`src/rtl/trojan_resp_capture.sv`:
```
// trojan_resp_capture
//
// Response-capture engine at the receiving end of the benchmark stimulus path.
// After an accepted start it waits SETTLE idle cycles, samples dut_out on WIN
// consecutive rising edges, and compresses the samples into a SIG_W-bit
// signature. The signature is then offered on a valid/ready port.
//
// Build option:
//   TRJ_CAP_RAW_EN  undefined: Galois MISR compression with feedback POLY.
//                   defined:   plain shift register, sig_data holds the last
//                              min(WIN, SIG_W) raw samples, newest in bit 0.
//
// Ports:
//   CK          clock, all state on the rising edge
//   reset       asynchronous, active-low reset
//   start       capture request, accepted only when idle
//   dut_out     observed DUT output bit
//   busy        high while settling or capturing
//   sample_cnt  samples taken in the current/last window
//   sig_valid   signature available
//   sig_ready   consumer accepts the signature
//   sig_data    signature, stable while sig_valid is high

module trojan_resp_capture #(
    parameter int unsigned      SIG_W  = 16,
    parameter int unsigned      WIN    = 16,
    parameter int unsigned      SETTLE = 1,
    parameter logic [SIG_W-1:0] POLY   = SIG_W'(16'h1021)
) (
    input  logic             CK,
    input  logic             reset,
    input  logic             start,
    input  logic             dut_out,
    output logic             busy,
    output logic [15:0]      sample_cnt,
    output logic             sig_valid,
    input  logic             sig_ready,
    output logic [SIG_W-1:0] sig_data
);

    // Elaboration-time parameter check.
    if (SIG_W < 4 || WIN < 1 || WIN > 65535 || SETTLE > 255) begin : g_param_err
        $error("trojan_resp_capture: illegal parameter value");
    end

    localparam logic [1:0] StIdle    = 2'd0;
    localparam logic [1:0] StSettle  = 2'd1;
    localparam logic [1:0] StCapture = 2'd2;
    localparam logic [1:0] StHold    = 2'd3;

    localparam logic [15:0] WinCnt     = 16'(WIN);
    localparam logic [15:0] WinLast    = 16'(WIN - 1);
    localparam logic [7:0]  SettleLoad = 8'(SETTLE);
    localparam bit          SkipSettle = (SETTLE == 0);

    logic [1:0]       state_q, state_d;
    logic [7:0]       settle_q, settle_d;
    logic [15:0]      cnt_q, cnt_d;
    logic [SIG_W-1:0] sig_q, sig_d;
    logic [SIG_W-1:0] sig_next;

`ifdef TRJ_CAP_RAW_EN
    // Raw mode: no feedback, POLY intentionally unused.
    logic unused_poly;
    assign unused_poly = ^POLY;
    assign sig_next = {sig_q[SIG_W-2:0], dut_out};
`else
    assign sig_next = {sig_q[SIG_W-2:0], 1'b0}
                    ^ (sig_q[SIG_W-1] ? POLY : '0)
                    ^ {{(SIG_W-1){1'b0}}, dut_out};
`endif

    always_comb begin
        state_d  = state_q;
        settle_d = settle_q;
        cnt_d    = cnt_q;
        sig_d    = sig_q;
        case (state_q)
            StIdle: begin
                if (start) begin
                    sig_d    = '0;
                    cnt_d    = '0;
                    settle_d = SettleLoad;
                    state_d  = SkipSettle ? StCapture : StSettle;
                end
            end
            StSettle: begin
                settle_d = settle_q - 8'd1;
                if (settle_q == 8'd1) begin
                    state_d = StCapture;
                end
            end
            StCapture: begin
                sig_d = sig_next;
                if (cnt_q != WinCnt) begin
                    cnt_d = cnt_q + 16'd1;
                end
                if (cnt_q == WinLast) begin
                    state_d = StHold;
                end
            end
            StHold: begin
                // A start in the same cycle as the handshake is dropped.
                if (sig_ready) begin
                    state_d = StIdle;
                end
            end
            default: state_d = StIdle;
        endcase
    end

    always_ff @(posedge CK or negedge reset) begin
        if (!reset) begin
            state_q  <= StIdle;
            settle_q <= '0;
            cnt_q    <= '0;
            sig_q    <= '0;
        end else begin
            state_q  <= state_d;
            settle_q <= settle_d;
            cnt_q    <= cnt_d;
            sig_q    <= sig_d;
        end
    end

    // Outputs come straight from flops: no path from sig_ready or dut_out.
    assign busy       = (state_q == StSettle) || (state_q == StCapture);
    assign sig_valid  = (state_q == StHold);
    assign sample_cnt = cnt_q;
    assign sig_data   = sig_q;

endmodule

```
`config.mk`:
```
export PLATFORM = sky130hd
export DESIGN_NAME = trojan_resp_capture
export DESIGN_NICKNAME = d
export VERILOG_FILES = /design/src/rtl/trojan_resp_capture.sv
export SDC_FILE = /design/constraint.sdc
export NUM_CORES = 1
export LEC_CHECK = 0
export ABC_AREA = 1
export CORE_MARGIN = 1
export CORE_UTILIZATION = 53
export DETAILED_ROUTE_END_ITERATION = 6
export GPL_TIMING_DRIVEN = 0
export PLACE_DENSITY = 0.75
export RECOVER_POWER = 100
export REMOVE_ABC_BUFFERS = 1
export SYNTH_ARGS = -nofsm -noshare
export SYNTH_HDL_FRONTEND = slang
export SYNTH_SLANG_ARGS = --single-unit
```
`constraint.sdc`:
```
create_clock -name CK -period 2.12 [get_ports CK]
set_clock_uncertainty 0.1 [all_clocks]
set_input_delay 0.53 -clock CK [delete_from_list [all_inputs] [get_ports CK]]
set_output_delay 0.53 -clock CK [all_outputs]
set_load 0.005 [all_outputs]
```
# Word level (Yosys, flattened, before mapping)
# Index checks and enable logic that the tools add are counted.
# totals
reg_bits	42
latch_bits	0
ramBits	0
romBits	0
in_bits	5
output_inout_bits	34
word_cells	39
n_memories	0
# classes
n_addsub	2
multipliers	0
div_mod_pow	0
order_cmp	0
eq_ne	11
shift	0
n_mux	12
n_bitwise	2
n_reduce_logical	8
# op_table
cell	n
16-bit case mux with 2 select lines	2
16-bit two-way mux	2
16-bit by 1-bit adder with 16-bit output, second input constant	1
16-bit by 4-bit == test with 1-bit output, second input constant	1
16-bit by 5-bit inequality test with 1-bit output, second input constant	1
8-bit case mux with 2 select lines	1
16-bit by 1-bit XOR with 16-bit output	1
16-bit by 13-bit XOR with 16-bit output	1
13-bit two-way mux	1
8-bit by 1-bit == test with 1-bit output, second input constant	1
2-bit two-way mux	4
8-bit two-way mux	1
2-bit inequality test, second input constant	4
2-bit case mux with 4 select lines	1
8-bit by 1-bit subtractor with 8-bit output, second input constant	1
2-bit == test, second input constant	2
2-bit AND reduction	2
4-bit AND reduction	1
2-bit nonzero test	2
3-bit AND reduction	1
2-bit by 1-bit == test with 1-bit output, second input constant	1
2-bit logical NOT	1
2-bit by 1-bit inequality test with 1-bit output, second input constant	1
1-bit logical OR	1

# Depth between registers and ports, before layout
# logic_depth
depth_word	4
depth_mapped	12
depth_no_buf	10

# Worst setup path before layout
# Ideal clock, no wire load.
# synth_path
path_type	flip-flop to flip-flop
from	register state_q[0]
to	register cnt_q[5], in the netlist sample_cnt[5]
arrival_time_ns	1.486
path_slack_ns	0.416
stages_incl_launch_ff	13
synth_period_minus_slack_ns	1.704
path_cell_list	dfrtp_1 inv_1 ha_1 buf_6 nand2_1 inv_1 nand2_1 nor2_2 a21oi_4 inv_4 buf_6 nand2_1 o21ai_2
# synth_via
elab_chain_cells	3
elab_cells_between_ends	7
classes_between	eq/ne (3); mux (1); reduce/logical (3)
# synth_lines
element	line_no	source
start, declared	56	logic [1:0] state_q, state_d;
start signal, assigned	114	state_q <= StIdle;
start signal, assigned	119	state_q <= state_d;
2-bit == test / 2-bit logical NOT (equally long branches)	78	case (state_q)
2-bit inequality test (no line) / 2-bit nonzero test (equally long branches)	n/a	
3-bit AND reduction (no line)	n/a	
end signal, assigned	121	cnt_q <= cnt_d;
end, declared	58	logic [15:0] cnt_q, cnt_d;
# Parallel ways exist; a longest one is shown, timed or not.
# A chain may end at the register's enable or synchronous reset.

# Worst setup path after layout
# layout_path
from	register state_q[1]
to	output port busy
# layout_via
elab_chain_cells	2
elab_cells_between_ends	3
classes_between	eq/ne (2); reduce/logical (1)
# layout_lines
element	line_no	source
2-bit by 1-bit == test with 1-bit output / 2-bit == test (equally long branches)	127	assign busy = (state_q == StSettle) || (state_q == StCapture);
1-bit logical OR (*)	127	
end, declared	34	output logic busy,
# Every way passes the cells marked *; elsewhere a longest branch is shown, timed or not.

==> run summary <==
Slew Viols, Final -> 0
Core Area -> 4140 µm²
Setup crit end kind -> output pin
Placement-stage cell area -> 2760 µm²
Initial antenna violation count -> 0
Clk pin slew, worst setup/hold paths -> 0.08 ns
Clock tree from TritonCTS -> yes
Final hold vios -> 0
Synth top cells by count -> nand2_1, dfrtp_1, inv_1
Syn-to-layout area delta -> 22.3%
Setup-failing EPs final -> 0
Post-Syn Instances -> 301
CTS sink cnt -> 42
Max-slew headroom -> 62.6%
Startpoint types -> register
Pre-Repair DR Iteration Count -> 4
Pin count of the biggest net entering global routing -> 34
Routed len/inst -> 12.6 µm
Most used flip-flop cell after synthesis -> dfrtp_1
Most numerous cell in the Yosys netlist -> nand2_1
Number of synthesized flops with an enable pin -> 0
Min cycle time layout -> 2.04 ns
GR met1 Demand/Resource -> 30.9%
CP required -> 1.49 ns
Setup Crit Path Kind -> reg -> out
Die area -> 4720 µm²
Detailed Route Iter0 Violations -> 96
N_diodes -> 0
Routed Antenna Nets -> 0
VDD IR max -> 636 µV
Max frequency -> 491 MHz
Post-route DRC violation count -> 0
Synth area leaders -> dfrtp_1, nand2_1, inv_1, nor2_1, nand3_1
H-tree depth -> 2
Warnings from Yosys -> 0
Die height -> 68.7 µm
Post-synthesis async set-or-reset flop share -> 100%
CTS Root Cell -> clkbuf_8
Crit share post-route -> 96.0%
Reg area -> 1050 µm²
Filler cell count -> 358
Grt met2 use -> 38.4%
Clock latency on the worst-skew pair -> 0.30 ns
Max Root-Sink Buffers -> 2
Design Area, Final -> 2880 µm²
DR vias/cell -> 5.21
RSZ-0062 raised after global routing -> false
Top Ports -> 39
Cts bufs inserted -> 5
Most crowded layer after global routing -> met2
Initial Utilization -> 56.9%
P per Cell Area -> 985 nW/µm²
Synth area leader -> dfrtp_1
Share of cells above drive strength 1 -> 8.12%
Crit path arrival time -> 1.41 ns
Yosys cell types -> 27
Crit path max fanout -> 2
Via count -> 2,059
Top cell type's share of synthesized area -> 44.6%
Die width -> 68.7 µm
Area of the multi-input gates -> 1110 µm²
Sequential-to-total area share from yosys stat -> 44.6%
Status -> finished, final reports clean
First-pass GRT wire length -> 8.21 mm
Mean Syn Cell Area -> 7.83 µm²
Max_cap viols -> 0
Seq cells post-synth -> 42
HP Class -> reg -> reg
HPWL Detailed -> 3.52 mm
NumNets Final -> 357
Least-Margin Pin Slew -> 0.560 ns
Met3 Usage GRT -> 5.10%
Total GRT Usage -> 23.4%
Port buffer count -> 38
Grt ovf -> 0
Vias in the first global route -> 1,811
Num rows -> 23
Worst hold margin -> 0.445 ns
Routed wire length -> 4.97 mm
GP Congestion -> 0.784
P_leak -> 1.30 nW
Cell Area, Synth -> 2360 µm²
==> worst paths after layout <==
path | start | to | slack (ns) | cells past startpoint
max in group asynchronous | reset | sig_data[15]$_DFFE_PN0P_ | 0.38 | 3
worst max register to register | state_q[0]$_DFFE_PN0P_ | sample_cnt[8]$_DFFE_PN0P_ | 0.17 | 8
worst min register to register | sig_data[4]$_DFFE_PN0P_ | sig_data[4]$_DFFE_PN0P_ | 0.45 | 2
worst min-delay path | sig_data[4]$_DFFE_PN0P_ | sig_data[4]$_DFFE_PN0P_ | 0.45 | 2
min in group asynchronous | reset | sample_cnt[5]$_DFFE_PN0P_ | 0.63 | 2
worst max-delay path | state_q[1]$_DFFE_PN0P_ | busy | 0.08 | 4
==> metrics by stage <==
step                      util (%)  power [mW]  TNS, ns  std cells  setup WS, ns
final                         69.6        2.84        0        395        0.0845
after floorplan                  -        1.87        0        294         0.216
after detailed placement      66.6        2.27    -2.51        383        -0.194
after global placement        66.2        2.24   -31.49        382        -0.693
after CTS                     69.4        2.84        0        394       0.00690
after global routing          69.6        3.09        0        395       0.00101
==> area by class of cell <==
cell class / count / area share, %
clock buffer: 7 / 2.99
timing repair buffer: 43 / 14.4
multi-input combinational: 213 / 38.7
clock inverter: 1 / 0.174
tap: 50 / 2.17
sequential: 42 / 36.4
inverter: 39 / 5.16
==> cell usage in the layout (no fill, tap or decap) <==
cell / instances
a21oi_1: 2
a21oi_4: 1
buf_4: 3
clkbuf_1: 2
clkbuf_4: 1
clkbuf_8: 6
clkdlybuf4s50_1: 35
clkinv_2: 1
dfrtp_1: 42
dlygate4sd2_1: 1
dlygate4sd3_1: 1
dlymetal6s2s_1: 1
ha_1: 7
ha_4: 1
inv_1: 38
inv_4: 1
nand2_1: 77
nand2_2: 1
nand3_1: 25
nand4_1: 6
nor2_1: 36
nor2_2: 3
nor3_1: 4
o21ai_0: 9
o21ai_1: 3
o21ai_2: 7
o21bai_1: 5
o22ai_1: 14
or2_0: 1
or2_2: 2
or2_4: 1
xnor2_1: 4
xor2_1: 4
==> registers in the layout, indices dropped and copies added (netlist names) <==
name,count
state_q,2
sig_data,16
sample_cnt,16
settle_q,8
==> critical path, stage by stage, from the launching register on <==
cell,delay [ns]
dfrtp_1,0.39
buf_4,0.14
inv_1,0.07
ha_1,0.25
dlygate4sd2_1,0.27
==> layer usage <==
layer	part of all wire [%]	vias up
met4	1.2	0
met5	0	-
met3	4.7	7
met1	48	963
met2	46	39
li1	-	1050
==> cell families (layout without fill, tap and decap cells) <==
kind of cell | Yosys count | count (layout) | synth area share [%]
simple gates | 156 | 156 | 28.0
compound gates | 41 | 41 | 11.6
xor+xnor | 8 | 8 | 2.97
flops | 42 | 42 | 44.6
buf+inv | 46 | 90 | 8.65
fa+ha+maj | 8 | 8 | 4.25
==> timing repair <==
| action | in CTS | in global routing |
|---|---|---|
| pin swaps | 1 | 0 |
| gates resized for setup | 2 | 2 |
| endpoints found under the setup margin | 30 | 15 |
| endpoints found under the hold margin | 9 | 0 |
| hold buffers | 1 | 0 |
| setup buffers | 2 | 1 |
==> report_power, final <==
part / internal (mW) / total (mW) / switching, mW
clock network: 0.263 / 0.532 / 0.269
registers: 0.934 / 1.03 / 0.0964
logic: 0.464 / 1.28 / 0.814
total: 1.66 / 2.84 / 1.18
(Power assumes the default switching activity.)
